$ cat config.mk
export PLATFORM = sky130hd
export DESIGN_NAME = mem_arbiter_flat
export DESIGN_NICKNAME = d
export VERILOG_FILES = /design/src/rtl/mem_arbiter_pkg.sv /design/src/rtl/mem_arbiter_if.sv /design/src/rtl/mem_arbiter.sv /design/src/flat_wrapper.sv
export SDC_FILE = /design/constraint.sdc
export NUM_CORES = 1
export LEC_CHECK = 0
export CORE_ASPECT_RATIO = 1.5
export CORE_MARGIN = 4
export CORE_UTILIZATION = 38
export DETAILED_ROUTE_END_ITERATION = 8
export GPL_TIMING_DRIVEN = 0
export PLACE_DENSITY_LB_ADDON = 0.25
export SYNTH_ARGS = -nofsm -noshare
export SYNTH_HDL_FRONTEND = slang
export SYNTH_SLANG_ARGS = --single-unit
$ cat constraint.sdc
create_clock -name clk -period 1.6 [get_ports clk]
set_input_delay 0.4 -clock clk [delete_from_list [all_inputs] [get_ports clk]]
set_output_delay 0.4 -clock clk [all_outputs]
set_load 0.005 [all_outputs]
$ cat src/rtl/mem_arbiter_pkg.sv
// Shared types for the instruction/data memory arbiter: FSM states, grant-owner
// encoding and the round-robin winner selection helper.
package mem_arbiter_pkg;

    typedef enum logic [1:0] {
        IDLE = 2'd0,
        INST = 2'd1,
        DATA = 2'd2
    } arb_state_e;

    typedef enum logic {
        OWN_INST = 1'b0,
        OWN_DATA = 1'b1
    } grant_owner_e;

    // With both requesting, the side that did not win last time goes next;
    // a reset history of OWN_INST therefore favours DATA.
    function automatic grant_owner_e pick_winner(input logic inst_v,
                                                 input logic data_v,
                                                 input grant_owner_e last);
        if (inst_v && data_v) begin
            return (last == OWN_DATA) ? OWN_INST : OWN_DATA;
        end
        if (inst_v) begin
            return OWN_INST;
        end
        return OWN_DATA;
    endfunction

endpackage

$ cat src/rtl/mem_arbiter_if.sv
// Bundle of fetch, data and shared-memory handshake signals around mem_arbiter.
// slave = arbiter side, master = CPU/memory side.
interface mem_arbiter_if #(
    parameter int DATA_W = 32,
    parameter int ADDR_W = 32
) ();
    logic              inst_req;
    logic [ADDR_W-1:0] inst_addr;
    logic              inst_ready;
    logic [DATA_W-1:0] inst_rdata;

    logic              data_req;
    logic              data_we;
    logic [ADDR_W-1:0] data_addr;
    logic [DATA_W-1:0] data_wdata;
    logic              data_ready;
    logic [DATA_W-1:0] data_rdata;

    logic              mem_req;
    logic              mem_we;
    logic [ADDR_W-1:0] mem_addr;
    logic [DATA_W-1:0] mem_wdata;
    logic              mem_ack;
    logic [DATA_W-1:0] mem_rdata;

    logic              stall_o;

    modport slave (
        input  inst_req, inst_addr, data_req, data_we, data_addr, data_wdata,
               mem_ack, mem_rdata,
        output inst_ready, inst_rdata, data_ready, data_rdata,
               mem_req, mem_we, mem_addr, mem_wdata, stall_o
    );

    modport master (
        output inst_req, inst_addr, data_req, data_we, data_addr, data_wdata,
               mem_ack, mem_rdata,
        input  inst_ready, inst_rdata, data_ready, data_rdata,
               mem_req, mem_we, mem_addr, mem_wdata, stall_o
    );
endinterface

$ cat src/rtl/mem_arbiter.sv
// Arbitrates instruction fetch and data access onto one memory port, one transaction at a time.
// Define ARB_PERF_CNT_EN to add inst_grant_cnt / data_grant_cnt / stall_cnt outputs.
//
// state | meaning
// IDLE  | no transaction outstanding; arbitrate unmasked requests
// INST  | fetch issued on mem port, waiting for mem_ack
// DATA  | load/store issued on mem port, waiting for mem_ack
module mem_arbiter
    import mem_arbiter_pkg::*;
#(
    parameter int DATA_W = 32,
    parameter int ADDR_W = 32
) (
    input  logic         clk,
    input  logic         rst,
    mem_arbiter_if.slave bus
`ifdef ARB_PERF_CNT_EN
    ,
    output logic [31:0]  inst_grant_cnt,
    output logic [31:0]  data_grant_cnt,
    output logic [31:0]  stall_cnt
`endif
);

    arb_state_e        state_q, state_d;
    grant_owner_e      last_grant_q, last_grant_d;
    logic              mem_req_q, mem_req_d;
    logic              mem_we_q, mem_we_d;
    logic [ADDR_W-1:0] mem_addr_q, mem_addr_d;
    logic [DATA_W-1:0] mem_wdata_q, mem_wdata_d;
    logic              inst_ready_q, inst_ready_d;
    logic              data_ready_q, data_ready_d;
    logic [DATA_W-1:0] inst_rdata_q, inst_rdata_d;
    logic [DATA_W-1:0] data_rdata_q, data_rdata_d;

    logic              inst_cand;
    logic              data_cand;
    grant_owner_e      winner;
    logic              grant_v;

    // A requester whose ready pulse is showing this cycle is still holding req; mask it.
    assign inst_cand = bus.inst_req & ~inst_ready_q;
    assign data_cand = bus.data_req & ~data_ready_q;
    assign winner    = pick_winner(inst_cand, data_cand, last_grant_q);

    always_comb begin
        state_d      = state_q;
        last_grant_d = last_grant_q;
        mem_req_d    = mem_req_q;
        mem_we_d     = mem_we_q;
        mem_addr_d   = mem_addr_q;
        mem_wdata_d  = mem_wdata_q;
        inst_ready_d = 1'b0;
        data_ready_d = 1'b0;
        inst_rdata_d = inst_rdata_q;
        data_rdata_d = data_rdata_q;
        grant_v      = 1'b0;

        case (state_q)
            IDLE: begin
                if (inst_cand || data_cand) begin
                    grant_v   = 1'b1;
                    mem_req_d = 1'b1;
                    if (winner == OWN_DATA) begin
                        state_d     = DATA;
                        mem_we_d    = bus.data_we;
                        mem_addr_d  = bus.data_addr;
                        mem_wdata_d = bus.data_wdata;
                    end else begin
                        state_d    = INST;
                        mem_we_d   = 1'b0;
                        mem_addr_d = bus.inst_addr;
                    end
                end
            end
            INST: begin
                if (bus.mem_ack) begin
                    state_d      = IDLE;
                    mem_req_d    = 1'b0;
                    mem_we_d     = 1'b0;
                    inst_ready_d = 1'b1;
                    inst_rdata_d = bus.mem_rdata;
                    last_grant_d = OWN_INST;
                end
            end
            DATA: begin
                if (bus.mem_ack) begin
                    state_d      = IDLE;
                    mem_req_d    = 1'b0;
                    mem_we_d     = 1'b0;
                    data_ready_d = 1'b1;
                    last_grant_d = OWN_DATA;
                    if (!mem_we_q) begin
                        data_rdata_d = bus.mem_rdata;
                    end
                end
            end
            default: begin
                state_d   = IDLE;
                mem_req_d = 1'b0;
            end
        endcase
    end

    always_ff @(posedge clk) begin
        if (rst) begin
            state_q      <= IDLE;
            last_grant_q <= OWN_INST;
            mem_req_q    <= 1'b0;
            mem_we_q     <= 1'b0;
            mem_addr_q   <= '0;
            mem_wdata_q  <= '0;
            inst_ready_q <= 1'b0;
            data_ready_q <= 1'b0;
            inst_rdata_q <= '0;
            data_rdata_q <= '0;
        end else begin
            state_q      <= state_d;
            last_grant_q <= last_grant_d;
            mem_req_q    <= mem_req_d;
            mem_we_q     <= mem_we_d;
            mem_addr_q   <= mem_addr_d;
            mem_wdata_q  <= mem_wdata_d;
            inst_ready_q <= inst_ready_d;
            data_ready_q <= data_ready_d;
            inst_rdata_q <= inst_rdata_d;
            data_rdata_q <= data_rdata_d;
        end
    end

    assign bus.mem_req    = mem_req_q;
    assign bus.mem_we     = mem_we_q;
    assign bus.mem_addr   = mem_addr_q;
    assign bus.mem_wdata  = mem_wdata_q;
    assign bus.inst_ready = inst_ready_q;
    assign bus.data_ready = data_ready_q;
    assign bus.inst_rdata = inst_rdata_q;
    assign bus.data_rdata = data_rdata_q;
    assign bus.stall_o    = inst_cand | data_cand;

`ifdef ARB_PERF_CNT_EN
    logic [31:0] inst_grant_cnt_q, inst_grant_cnt_d;
    logic [31:0] data_grant_cnt_q, data_grant_cnt_d;
    logic [31:0] stall_cnt_q, stall_cnt_d;

    always_comb begin
        inst_grant_cnt_d = inst_grant_cnt_q + 32'(grant_v && (winner == OWN_INST));
        data_grant_cnt_d = data_grant_cnt_q + 32'(grant_v && (winner == OWN_DATA));
        stall_cnt_d      = stall_cnt_q + 32'(inst_cand | data_cand);
    end

    always_ff @(posedge clk) begin
        if (rst) begin
            inst_grant_cnt_q <= '0;
            data_grant_cnt_q <= '0;
            stall_cnt_q      <= '0;
        end else begin
            inst_grant_cnt_q <= inst_grant_cnt_d;
            data_grant_cnt_q <= data_grant_cnt_d;
            stall_cnt_q      <= stall_cnt_d;
        end
    end

    assign inst_grant_cnt = inst_grant_cnt_q;
    assign data_grant_cnt = data_grant_cnt_q;
    assign stall_cnt      = stall_cnt_q;
`endif

endmodule

$ cat src/flat_wrapper.sv
// flat-port wrapper written by rule: the top's interface ports become plain ports
module mem_arbiter_flat import mem_arbiter_pkg::*;
#(
    parameter int DATA_W = 32,
    parameter int ADDR_W = 32
)
  (clk, rst, bus_inst_req, bus_inst_addr, bus_data_req, bus_data_we, bus_data_addr, bus_data_wdata, bus_mem_ack, bus_mem_rdata, bus_inst_ready, bus_inst_rdata, bus_data_ready, bus_data_rdata, bus_mem_req, bus_mem_we, bus_mem_addr, bus_mem_wdata, bus_stall_o);
  mem_arbiter_if #(.DATA_W(DATA_W), .ADDR_W(ADDR_W)) bus_i ();
  input  logic clk;
  input  logic rst;
  input wire logic [$bits(bus_i.inst_req)-1:0] bus_inst_req;
  input wire logic [$bits(bus_i.inst_addr)-1:0] bus_inst_addr;
  input wire logic [$bits(bus_i.data_req)-1:0] bus_data_req;
  input wire logic [$bits(bus_i.data_we)-1:0] bus_data_we;
  input wire logic [$bits(bus_i.data_addr)-1:0] bus_data_addr;
  input wire logic [$bits(bus_i.data_wdata)-1:0] bus_data_wdata;
  input wire logic [$bits(bus_i.mem_ack)-1:0] bus_mem_ack;
  input wire logic [$bits(bus_i.mem_rdata)-1:0] bus_mem_rdata;
  output wire logic [$bits(bus_i.inst_ready)-1:0] bus_inst_ready;
  output wire logic [$bits(bus_i.inst_rdata)-1:0] bus_inst_rdata;
  output wire logic [$bits(bus_i.data_ready)-1:0] bus_data_ready;
  output wire logic [$bits(bus_i.data_rdata)-1:0] bus_data_rdata;
  output wire logic [$bits(bus_i.mem_req)-1:0] bus_mem_req;
  output wire logic [$bits(bus_i.mem_we)-1:0] bus_mem_we;
  output wire logic [$bits(bus_i.mem_addr)-1:0] bus_mem_addr;
  output wire logic [$bits(bus_i.mem_wdata)-1:0] bus_mem_wdata;
  output wire logic [$bits(bus_i.stall_o)-1:0] bus_stall_o;
  assign bus_i.inst_req = bus_inst_req;
  assign bus_i.inst_addr = bus_inst_addr;
  assign bus_i.data_req = bus_data_req;
  assign bus_i.data_we = bus_data_we;
  assign bus_i.data_addr = bus_data_addr;
  assign bus_i.data_wdata = bus_data_wdata;
  assign bus_i.mem_ack = bus_mem_ack;
  assign bus_i.mem_rdata = bus_mem_rdata;
  assign bus_inst_ready = bus_i.inst_ready;
  assign bus_inst_rdata = bus_i.inst_rdata;
  assign bus_data_ready = bus_i.data_ready;
  assign bus_data_rdata = bus_i.data_rdata;
  assign bus_mem_req = bus_i.mem_req;
  assign bus_mem_we = bus_i.mem_we;
  assign bus_mem_addr = bus_i.mem_addr;
  assign bus_mem_wdata = bus_i.mem_wdata;
  assign bus_stall_o = bus_i.stall_o;
  mem_arbiter #(.DATA_W(DATA_W), .ADDR_W(ADDR_W)) u_core (.clk(clk), .rst(rst), .bus(bus_i));
endmodule
==> reports/results.tsv <==
stage	metric	value	unit
finish	nets	1143	
global_route	total gr overflow	0	
synth	Synth Area in XOR/XNOR	0	%
synth	Synth area leader	dfxtp_1	
job	MaxCap Viol Count	0	
synth	post-synthesis adder-cell area fraction	0.842	%
place	gpl congestion	0.800	
worst_setup_path	reg2reg end	u_core.bus.mem_addr[2]	
timing	RSZ-0062 raised after global routing	yes	
timing	post-route worst setup slack	-0.127	ns
floorplan	full die area	17800	um^2
synth	post-synthesis simple-gate area fraction	18.5	%
finish	Ant. Diodes	0	
floorplan	Die Wd	110	um
worst_setup_path	Crit Path Class	reg2reg	
synth	warnings from Yosys	0	
timing	Slew Limit Fails	0	
synth	syn nets	841	
min_path	worst hold start	u_core.bus.data_rdata[27]	
route	Routed Antenna Nets	0	
timing	Worst Tran Pin Value	0.575	ns
power_and_ir_drop	PwrDens	999	nW/um^2
clocking	CTS H-tree lvls	4	
synth	Post-Synthesis Cell Area	5950	um^2
worst_setup_path	crit end category	flip-flop	
worst_setup_path	family with the most delay on the worst path	simple AND/OR/NAND/NOR gates	
status	failing checks	setup timing	
route	Via Count	6312	
worst_setup_path	worst r2r path cells	6	
route	First-pass DRT Iterations	5	
floorplan	I/O Pins	267	
synth	syn_area_per_cell	8.46	um^2
synth	top-area cell type share of the netlist area	45.5	%
worst_setup_path	Worst path max stage delay	0.46	ns
power_and_ir_drop	leakage	4.19	nW
clocking	clk_lat worst skew	0.42	ns
route	DR WL met3	1.81	mm
global_route	GR Util All Layers	23.0	%
worst_setup_path	setup slack, reg-to-reg	-0.13	ns
clocking	hold_buf cts	0	
synth	multiplexer share of the synthesized area	0.168	%
timing	final worst-path cycle share	108	%
global_route	vias in the first global route	6205	
floorplan	Core Region	15200	um^2
worst_setup_path	cell chain of the critical path	buf_6, or3b_4, buf_4, buf_8, a221oi_2, a221oi_1	
timing	Final Hold Viols	0	
route	top routing layer used	met4	
clocking	CTS tree	built	
worst_setup_path	Critical Path RT	1.86	ns
worst_setup_path	reg2reg start	u_core.bus.data_ready	
synth	Synth cell types	29	
synth	Synth area leaders	dfxtp_1, nand2_1, a21oi_1	
route	via/cell ratio	5.19	
global_route	initial antenna violation count	0	
floorplan	die height	161	um
place	PortBufs	265	
timing	clk_skew	0.0107	ns
worst_setup_path	CP arrival	1.99	ns
worst_setup_path	CP startpoint kind	flip-flop	
status	status	finished with violations	
floorplan	starting density of the core	39.1	%
power_and_ir_drop	post-layout power	0.00983	W
route	Initial DRC Count	286	
clocking	CTS Sinks	135	
route	routed wire length	21.5	mm
timing	f_max	0.579	GHz
finish	Util after Layout	64.7	%
route	M1 WL	7.99	mm
timing	Min Clock Period, post-route	1.73	ns
worst_setup_path	critical path fanouts, max	7	
synth	Synth Instances	703	
min_path	WHS Endpoint	u_core.bus.data_rdata[27]	
floorplan	# rows	55	
clocking	Worst-path clk slew	0.06	ns
global_route	first-pass GRT wire length	32.2	mm
min_path	Hold WC Path Type	reg2reg	
power_and_ir_drop	Peak supply drop	596	uV
route	wire per inst	17.7	um
synth	post-synthesis compound-gate area fraction	26.9	%
synth	register area share after synthesis	45.5	%
route	met2 WL	11.1	mm
synth	number of synthesized register bits	135	
timing	Max-slew headroom	61.6	%
finish	Layout area overhead	65.5	%
global_route	largest net degree at the start of global routing	17	
finish	layout cells sized above 1	15.7	%
clocking	root buffer cell	clkbuf_16	
worst_setup_path	cell with the largest stage delay on the worst path	or3b_4	
route	DRC	0	
clocking	Num CTS Buffers	17	
finish	most frequent cells in the layout	nand2_1, dlygate4sd2_1, clkdlybuf4s50_1, dfxtp_1, a21oi_1	
place	DP Wirelength	15.6	mm
clocking	clk buf depth	2	
synth	main combinational cell family by area after synthesis	compound AO/OA/AOI/OAI gates	
timing	final number of setup-violating endpoints	22	
min_path	cell depth of the worst hold path	2	
worst_setup_path	WP buf/inv	3	
==> Yosys cell counts (all sizes together) <==
| cell type | number |
|---|---|
| a21oi | 99 |
| a221oi | 64 |
| a311oi | 1 |
| a31oi | 2 |
| and2 | 1 |
| and3b | 35 |
| buf | 31 |
| clkbuf | 43 |
| dfxtp | 135 |
| ha | 4 |
| inv | 35 |
| mux2i | 1 |
| nand2 | 134 |
| nand2b | 4 |
| nand3 | 32 |
| nand3b | 3 |
| nand4 | 4 |
| nor2 | 3 |
| nor2b | 3 |
| nor3b | 1 |
| o211ai | 1 |
| o21a | 1 |
| o21ai | 65 |
| or3b | 1 |
==> metal layers <==
layer | track usage, % | vias up
met1 | 24.6 | 2935
met5 | 0 | -
met4 | 8.35 | 0
met3 | 7.00 | 44
met2 | 41.7 | 237
li1 | - | 3096
==> tightest hold or removal path, delay by kind of cell (launching register included) <==
| family | cells | cell delay [ns] |
|---|---|---|
| AOI/OAI and AO/OA | 1 | 0.05 |
| and+or+nand+nor | 1 | 0.05 |
| DFF | 1 | 0.30 |
==> through the flow <==
stage / setup WS, ns / area (um^2) / cells / TNS (ns) / hold slack, ns
floorplan: 0.0846 / 5950 / 703 / 0 / 0.453
global placement: -0.852 / 8850 / 1167 / -72.29 / 0.440
detailed placement: -0.879 / 8850 / 1167 / -74.13 / 0.446
CTS: -0.158 / 9440 / 1204 / -1.48 / 0.452
global route: -0.157 / 9840 / 1217 / -3.37 / 0.466
finish: -0.127 / 9840 / 1217 / -1.64 / 0.449
==> report_power, final <==
group          switching (W)  internal [W]  total (W)
combinational        0.00113       0.00125    0.00238
clock                0.00166       0.00202    0.00368
sequential          0.000131       0.00364    0.00377
==> flip-flops by register name, summed over array words and instances, names as in the netlist <==
| name | cells |
|---|---|
| u_core.bus.data_rdata | 32 |
| u_core.bus.data_ready | 1 |
| u_core.bus.mem_wdata | 32 |
| u_core.last_grant_q | 1 |
| u_core.bus.mem_we | 1 |
| u_core.bus.inst_ready | 1 |
| u_core.state_q | 2 |
| u_core.bus.inst_rdata | 32 |
| u_core.bus.mem_req | 1 |
| u_core.bus.mem_addr | 32 |
==> how the worst max path moves through the flow <==
| stage | endpoint | slack (ns) | depth (start not counted) | from |
|---|---|---|---|---|
| finish | u_core.bus.mem_addr[2] | -0.13 | 6 | u_core.bus.data_ready |
| global route | u_core.bus.mem_addr[10] | -0.16 | 6 | u_core.bus.data_ready |
| CTS | bus_stall_o | -0.16 | 5 | u_core.bus.data_ready |
| detailed placement | bus_stall_o | -0.88 | 6 | bus_inst_req |
| global placement | bus_stall_o | -0.85 | 6 | bus_inst_req |
| floorplan | u_core.bus.mem_addr[10] | 0.08 | 7 | u_core.state_q[0] |
==> cell type report <==
type | instances | area [um^2]
buffer | 67 | 449
clock buffer | 18 | 429
clock inverter | 14 | 116
fill | 1327 | 5370
inverter | 35 | 131
multi-input combinational | 459 | 3010
sequential | 135 | 2720
tap | 199 | 249
timing repair buffer | 290 | 2740
==> repair_timing <==
| item | 4_1_cts | 5_1_grt |
|---|---|---|
| resized for setup | 190 | 94 |
| setup buffers | 4 | 17 |
| cloned | 3 | 1 |
| pin swaps | 8 | 8 |
| setup endpoints to repair | 261 | 125 |
==> kinds of logic after synthesis <==
kind of cell             after synthesis
multiplexers                           1
flip-flops                           135
adder cells (fa/ha/maj)                4
buffers and inverters                109
AND/OR/NAND/NOR                      221
AO/OA/AOI/OAI                        233
Note: power is estimated with default switching activity, not from simulation.
